==> config.mk <==
export PLATFORM = sky130hd
export DESIGN_NAME = p_hit_arb
export DESIGN_NICKNAME = d
export VERILOG_FILES = /design/src/rtl/p_hit_arb.sv
export SDC_FILE = /design/constraint.sdc
export NUM_CORES = 1
export LEC_CHECK = 0
export BUFFER_PORTS_ARGS = -buffer_cell sky130_fd_sc_hd__buf_4
export CAP_MARGIN = 20
export CORE_AREA = 2 2 607 609
export CTS_CLUSTER_SIZE = 24
export DETAILED_ROUTE_END_ITERATION = 16
export DIE_AREA = 0 0 609 611
export GPL_ROUTABILITY_DRIVEN = 0
export SETUP_SLACK_MARGIN = 0.3
export SLEW_MARGIN = 20
export SYNTH_ARGS = -nofsm -noshare
export SYNTH_HDL_FRONTEND = slang
export SYNTH_SLANG_ARGS = --single-unit
==> constraint.sdc <==
create_clock -name clock -period 9.6 [get_ports clock]
set_input_delay 1.92 -clock clock [delete_from_list [all_inputs] [get_ports clock]]
set_output_delay 1.92 -clock clock [all_outputs]
set_load 0.01 [all_outputs]
==> src/rtl/p_hit_arb.sv <==
// Round-robin scheduler sharing one p_hit unit between two ray sources.
// Jobs are tagged with the requester id; in-order results are steered back by tag.
module p_hit_arb #(
    parameter int D_BITS    = 32,
    parameter int TAG_DEPTH = 16
) (
    input  logic                          clock,
    input  logic                          reset,
    input  logic [1:0]                    req_empty,
    output logic [1:0]                    req_rd_en,
    input  logic [3*D_BITS-1:0]           req0_normal,
    input  logic [3*D_BITS-1:0]           req0_v0,
    input  logic [3*D_BITS-1:0]           req0_origin,
    input  logic [3*D_BITS-1:0]           req0_dir,
    input  logic [3*D_BITS-1:0]           req1_normal,
    input  logic [3*D_BITS-1:0]           req1_v0,
    input  logic [3*D_BITS-1:0]           req1_origin,
    input  logic [3*D_BITS-1:0]           req1_dir,
    output logic [3*D_BITS-1:0]           ph_tri_normal,
    output logic [3*D_BITS-1:0]           ph_v0,
    output logic [3*D_BITS-1:0]           ph_origin,
    output logic [3*D_BITS-1:0]           ph_dir,
    input  logic [3:0]                    ph_in_full,
    output logic [3:0]                    ph_in_wr_en,
    input  logic [3*D_BITS-1:0]           ph_out,
    input  logic [3*D_BITS-1:0]           ph_v0_out,
    input  logic                          ph_out_empty,
    output logic                          ph_out_rd_en,
    output logic [3*D_BITS-1:0]           rsp_out,
    output logic [3*D_BITS-1:0]           rsp_v0,
    output logic [1:0]                    rsp_wr_en,
    input  logic [1:0]                    rsp_full,
    output logic [$clog2(TAG_DEPTH):0]    outstanding,
    output logic                          err
);
    localparam int AW = $clog2(TAG_DEPTH);
    localparam logic [AW:0] TAG_FULL_CNT = (AW+1)'(TAG_DEPTH);

    logic [TAG_DEPTH-1:0] tag_mem;
    logic [AW-1:0]        tag_wr_ptr;
    logic [AW-1:0]        tag_rd_ptr;
    logic [AW:0]          tag_cnt;
    logic                 tag_full;
    logic                 tag_empty;
    logic                 tag_head;
    logic                 last_grant;
    logic [1:0]           elig;
    logic                 grant;
    logic                 issue;
    logic                 ret;
    logic                 sel1;
    logic [1:0]           vld_p1;
    logic [3*D_BITS-1:0]  rsp_out_p1;
    logic [3*D_BITS-1:0]  rsp_v0_p1;

    assign tag_full  = (tag_cnt == TAG_FULL_CNT);
    assign tag_empty = (tag_cnt == '0);
    assign tag_head  = tag_mem[tag_rd_ptr];
    assign elig      = ~req_empty;

    always_comb begin
        grant = 1'b0;
        case (elig)
            2'b10:   grant = 1'b1;
            2'b11:   grant = ~last_grant;
            default: grant = 1'b0;
        endcase
    end

    // Stage p0: combinational issue and return decisions
    assign issue        = !reset && (ph_in_full == 4'b0000) && !tag_full && (elig != 2'b00);
    assign ret          = !reset && !ph_out_empty && !tag_empty && !rsp_full[tag_head];
    assign req_rd_en    = issue ? (grant ? 2'b10 : 2'b01) : 2'b00;
    assign ph_in_wr_en  = {4{issue}};
    assign ph_out_rd_en = ret;
    assign sel1         = issue && grant;

    // Idle cycles leave the requester-0 words on the bus
    assign ph_tri_normal = sel1 ? req1_normal : req0_normal;
    assign ph_v0         = sel1 ? req1_v0     : req0_v0;
    assign ph_origin     = sel1 ? req1_origin : req0_origin;
    assign ph_dir        = sel1 ? req1_dir    : req0_dir;

    always_ff @(posedge clock) begin
        if (issue)
            tag_mem[tag_wr_ptr] <= grant;
    end

    always_ff @(posedge clock or posedge reset) begin
        if (reset) begin
            tag_wr_ptr <= '0;
            tag_rd_ptr <= '0;
            tag_cnt    <= '0;
            last_grant <= 1'b1;
            err        <= 1'b0;
            vld_p1     <= 2'b00;
            rsp_out_p1 <= '0;
            rsp_v0_p1  <= '0;
        end else begin
            if (issue) begin
                tag_wr_ptr <= tag_wr_ptr + AW'(1);
                last_grant <= grant;
            end
            if (ret)
                tag_rd_ptr <= tag_rd_ptr + AW'(1);
            case ({issue, ret})
                2'b10:   tag_cnt <= tag_cnt + (AW+1)'(1);
                2'b01:   tag_cnt <= tag_cnt - (AW+1)'(1);
                default: tag_cnt <= tag_cnt;
            endcase
            if (!ph_out_empty && tag_empty)
                err <= 1'b1;
            // Stage p1: registered result toward the owning requester
            vld_p1 <= ret ? (tag_head ? 2'b10 : 2'b01) : 2'b00;
            if (ret) begin
                rsp_out_p1 <= ph_out;
                rsp_v0_p1  <= ph_v0_out;
            end
        end
    end

    assign rsp_wr_en   = vld_p1;
    assign rsp_out     = rsp_out_p1;
    assign rsp_v0      = rsp_v0_p1;
    assign outstanding = tag_cnt;

endmodule

==> impl_metrics.ini, run 1 <==
[min_path]
hold_depth = 1
hp-class = flip-flop to flip-flop

[worst_setup_path]
worst_path_max_delay_cell = and2_4
crit_path_max_fanout = 113
path_depth = 10
r2r_cells = 13
path_cells = buf_4 > nor4_2 > buf_2 > nand2_1 > a21oi_1 > buf_4 > and2_4 > buf_12 > mux2_2 > buf_4
cp_data_arrival_time_ns = 5.37
crit_buf_inv = 5
cp_common_cell = buf_4
path_delay_family = buffers and inverters
cp-end-kind = primary output
critPathKind = input pin to primary output
max_stage_delay_ns = 0.70
cp-start-kind = input pin
required_ns = 7.68

[route]
ant_nets = 0
detail_route.first_pass.iterations = 5
drtIter0Drc = 1197
routed_wirelength_um = 305000
via_per_inst = 2.38
drc = 0
wl_per_cell_um = 41.1
vias = 17649

[sta]
fin_skew_ns = 0.0132
maxClockFrequency_mhz = 137
fin_crit_sh_pct = 76.0
final_hold_viol_count = 0
timing.hold.ws_ns = 0.478
tns_ns = 0
setup_viol = 0
slew-limit-headroom_pct = 26.6
rsz0062_at_grt = no
tightest_slew_ns = 1.09
slew_viol_final = 0
fin_crit_ns = 7.29

[global_route]
grt_pass1_wl_um = 340000
grt_start_max_net_pins = 134
antenna_found_initial = 425
grt_pass1_vias = 16437
grt-ovfl-total = 0
track_usage_pct = 15.7

[clocking]
cts_tree = done
clk_pin_slew_ns = 0.07
ctsResizeCount = 0
cts-hold-fix-buffers = 0
root_buffer = clkbuf_16
clkSinkCount = 225
cts_max_path_buffers = 3
numCtsBuffers = 27
post_cts_buffers = 0
clk_latency_ns = 0.63
cts.htree.levels = 1

[flow_run]
cap_violations = 0

[yosys]
syn_avg_cell_area_um2 = 13.7
syn_nets = 1954
yosysSeqAreaShare_pct = 42.8
ys_types = 34
ys_seq_elements = 225
syn_area_um2 = 13300
synth-warning-count = 0
syn_inst = 975

[power_and_ir_drop]
p_leak_nw = 13.1
p_total_w = 0.00564
power_density_nw_per_um2 = 177
vdd_drop_max_mv = 0.122

[die]
rows = 222
start_util_pct = 3.65
pin_count = 1562
core_area_um2 = 365000
fp.dieH_um = 611
die_area_um2 = 372000
die_w_um = 609

[placement]
dp_hpwl_um = 288000
io_buffers = 1561
placed_area_um2 = 30800

[finish]
area_delta_synth_final_pct = 139
nets = 3481
drive_above_1_share_pct = 80.8
final_cell_area_um2 = 31900

[outcome]
status = finished, final reports clean
[cells in the final DEF (no fill, tap or decap), drive strengths merged, types with 2 or more instances in the layout]
| cell | n |
|---|---|
| buf | 1572 |
| mux2 | 577 |
| dfrtp | 208 |
| diode | 87 |
| clkbuf | 45 |
| nor2 | 17 |
| edfxtp | 16 |
| inv | 11 |
| xnor2 | 8 |
| ha | 8 |
| nand2 | 8 |
| mux2i | 6 |
| nor3 | 6 |
| xor2 | 5 |
| a21oi | 4 |
| nand3 | 4 |
| mux4 | 4 |
| o21ai | 3 |
| a222oi | 2 |
| a31oi | 2 |
| nand2b | 2 |
| a21o | 2 |
| clkinvlp | 2 |
| nor4 | 2 |
[worst register-to-register path: cells and delay by family (launching register included)]
| family | cells | cell delay (ns) |
|---|---|---|
| simple gates | 6 | 2.04 |
| xor+xnor | 2 | 0.31 |
| compound gates | 2 | 0.30 |
| buf+inv | 1 | 0.26 |
| flops | 1 | 0.47 |
| fa+ha+maj | 2 | 0.53 |
[worst paths after layout]
path / to / slack, ns / from
worst max-delay path: ph_tri_normal[9] / 2.31 / reset
worst min-delay path: err / 0.48 / err
worst max register to register: outstanding[4] / 5.57 / outstanding[1]
worst min register to register: err / 0.48 / err
max in group asynchronous: rsp_out[81] / 6.80 / reset
min in group asynchronous: outstanding[2] / 1.41 / reset
[synth_stat cells]
master / count / area, µm²
mux2_2: 417 / 4700
dfrtp_1: 208 / 5200
mux2_1: 160 / 1800
clkbuf_1: 45 / 169
nor2_1: 17 / 63.8
buf_6: 16 / 180
edfxtp_1: 16 / 480
inv_1: 9 / 33.8
ha_1: 8 / 100
nand2_1: 8 / 30.0
xnor2_1: 8 / 70.1
buf_4: 6 / 45.0
mux2i_1: 6 / 60.1
nor3_1: 6 / 30.0
buf_2: 5 / 25.0
xor2_1: 5 / 43.8
a21oi_1: 4 / 20.0
mux4_2: 4 / 90.1
nand3_1: 4 / 20.0
o21ai_0: 3 / 15.0
a21o_1: 2 / 15.0
a222oi_1: 2 / 20.0
a31oi_1: 2 / 12.5
buf_1: 2 / 7.51
nand2b_1: 2 / 12.5
nor4_1: 2 / 12.5
and2_1: 1 / 6.26
and3_1: 1 / 6.26
and3b_1: 1 / 8.76
dfstp_2: 1 / 26.3
nand4_1: 1 / 6.26
nor2b_1: 1 / 6.26
nor3b_1: 1 / 7.51
o31ai_1: 1 / 7.51
[registers in the layout, summed over array words and instances (netlist names)]
name,cells
tag_mem,16
rsp_v0,96
err,1
rsp_wr_en,2
tag_rd_ptr,4
tag_wr_ptr,4
last_grant,1
rsp_out,96
outstanding,5
[per-layer routing]
metal / routed length, µm / up-vias / global-route usage (%)
met3: 36000 / 792 / 7.84
li1: - / 6733 / -
met4: 16500 / 176 / 5.90
met1: 90000 / 8346 / 13.9
met5: 1170 / - / 0
met2: 162000 / 1602 / 30.2
[kinds of logic (layout without fill, tap and decap cells)]
family                     Yosys count  in the layout  synth area share (%)
muxes                              587            587                  49.9
DFF                                225            225                  42.8
AOI/OAI and AO/OA                   14             14                 0.676
adders and majority gates            8              8                 0.751
buffers and inverters               83           1631                  3.45
xor gates and xnor gates            13             13                 0.854
other                                0             87                     0
and+or+nand+nor                     45             45                  1.58
[report_power, final]
part           switching, W  leakage (nW)  internal, W  total, W
sequential         0.000278          2.63      0.00140   0.00168
clock              0.000500         0.425     0.000605   0.00111
combinational       0.00157          10.1      0.00129   0.00285
[layout make-up]
class                           instances  area (µm²)
Clock buffer                           45         813
Antenna cell                           87         218
Timing Repair Buffer                 1572       11900
Clock inverter                          5        73.8
Tap cell                             4816        6030
Inverter                                9        41.3
Sequential cell                       225        5710
Fill cell                           42564      333000
Multi-Input combinational cell        667        7180
[metrics by stage]
stage | std cells | worst slack, ns | utilization (%)
5_1_grt | 7384 | 2.14 | 8.72
3_3_place_gp | 7288 | 1.26 | 8.44
3_5_place_dp | 7289 | 2.24 | 8.45
2_1_floorplan | 975 | 1.97 | -
6_report | 7426 | 2.31 | 8.75
4_1_cts | 7339 | 2.23 | 8.69
Power figures use the tool's default switching activity.
==> run 2, diff against run 1 <==
clock period = 6.49 ns   (was 9.6 ns; I/O delays follow)
==> run 2 against run 1 <==
Combinational power up 48%. Utilization about the same. Die area unchanged. Clock skew up 0.053 ns. Sequential power up 47%. Register-to-register slack worse by 2.8 ns.
==> impl_metrics.ini, run 2 (synthesis results as in run 1) <==
[sta]
slew_viol_final = 0
worst_slack_ns = 1.17
slew-limit-headroom_pct = 29.4
fin_crit_ns = 5.32
final_hold_viol_count = 0
fin_crit_sh_pct = 81.9
rsz0062_at_grt = no
tns_ns = 0
fin_skew_ns = 0.0657
maxClockFrequency_mhz = 188
setup_viol = 0
tightest_slew_ns = 1.06

[flow_run]
cap_violations = 0

[clocking]
numCtsBuffers = 28
cts_tree = done
ctsResizeCount = 0
cts-hold-fix-buffers = 0
clkSinkCount = 225
clk_pin_slew_ns = 0.06
post_cts_buffers = 0
clk_latency_ns = 0.68
root_buffer = clkbuf_16
cts.htree.levels = 1
cts_max_path_buffers = 3

[die]
die_area_um2 = 372000
core_area_um2 = 365000
fp.dieH_um = 611
rows = 222
pin_count = 1562
die_w_um = 609
start_util_pct = 3.65

[worst_setup_path]
critPathKind = input pin to primary output
cp-start-kind = input pin
cp-end-kind = primary output
crit_path_max_fanout = 112
required_ns = 5.19
cp_data_arrival_time_ns = 4.02

[finish]
utilization_pct = 8.79
final_common_cell = buf_4
mostFrequentLayoutCells = buf_4 (1,582), mux2_2 (417), dfrtp_1 (208)
nFillCells = 42528
nets = 3498
area_delta_synth_final_pct = 141
drive_above_1_share_pct = 81.1

[route]
wl_per_cell_um = 39.7
ant_nets = 0
drtIter0Drc = 1215
vias = 17712
detail_route.first_pass.iterations = 5
routed_wirelength_um = 295000
via_per_inst = 2.38
drc = 0

[global_route]
antenna_found_initial = 385
grt_pass1_vias = 16210
track_usage_pct = 15.2
grt_start_max_net_pins = 128
grt_pass1_wl_um = 331000
grt-ovfl-total = 0

[power_and_ir_drop]
vdd_drop_max_mv = 0.168
power_density_nw_per_um2 = 260
p_leak_nw = 13.2
p_total_w = 0.00833

[placement]
dp_slack_ns = 1.03
io_buffers = 1561
dp_hpwl_um = 278000

[outcome]
status = finished, final reports clean

[min_path]
hp-class = flip-flop to flip-flop
-- run 2: cell types whose count changed in the layout (fill, tap and decap cells not counted), moves of 3 or more --
| cell | change |
|---|---|
| buf_4 | +16 |
| clkbuf_1 | -6 |
| clkbuf_8 | -5 |
| clkinv_2 | +5 |
| clkinvlp_4 | +5 |
| diode_2 | +4 |
| clkinv_4 | +3 |
-- run 2: cell type report --
cell class	count	area (µm²)	area share, %
Clock buffer	35	747	2.33
Clock inverter	16	156	0.488
Inverter	9	37.5	0.117
Tap cell	4816	6030	18.8
Sequential cell	225	5710	17.8
Timing Repair Buffer	1588	12000	37.4
Multi-Input combinational cell	667	7170	22.4
Antenna cell	91	228	0.710
-- run 2: final timing paths --
kind	start	end	slack, ns	cells after the start
setup / recovery	req_empty[1]	ph_v0[19]	1.17	9
hold / removal	rsp_v0[3]	rsp_v0[3]	0.49	1
setup reg to reg	tag_rd_ptr[2]	outstanding[4]	2.75	13
hold reg to reg	rsp_v0[3]	rsp_v0[3]	0.49	1
max in group asynchronous	reset	rsp_v0[85]	4.40	4
min in group asynchronous	reset	outstanding[2]	0.73	2
-- run 2: through the flow --
| stage | cell area, µm² | std cells | hold WS (ns) |
|---|---|---|---|
| 6_report | 32100 | 7447 | 0.491 |
| 5_1_grt | 32000 | 7400 | 0.507 |
| 4_1_cts | 31800 | 7356 | 0.495 |
| 3_5_place_dp | 30900 | 7305 | 0.481 |
| 3_3_place_gp | 30900 | 7305 | 0.446 |
| 2_1_floorplan | 13300 | 975 | 0.493 |
-- run 2: metal layers --
layer | share of wire, % | track usage [%]
met1 | 29 | 13.0
met2 | 52 | 28.7
met3 | 13 | 8.83
met4 | 5.6 | 6.04
met5 | 0.48 | 0.116
-- run 2: worst max-delay path: stages --
cell and delay, ns:
buf_4 0.14, a21oi_1 0.29, nand2_1 0.11, a21oi_1 0.20, buf_4 0.25, and2_4 0.20, buf_12 0.41, mux2_2 0.59
buf_4 0.25
-- run 2: power by group --
part | internal (W) | switching, W | total, W
registers | 0.00207 | 0.000401 | 0.00247
logic | 0.00191 | 0.00232 | 0.00423
clock network | 0.000862 | 0.000761 | 0.00162
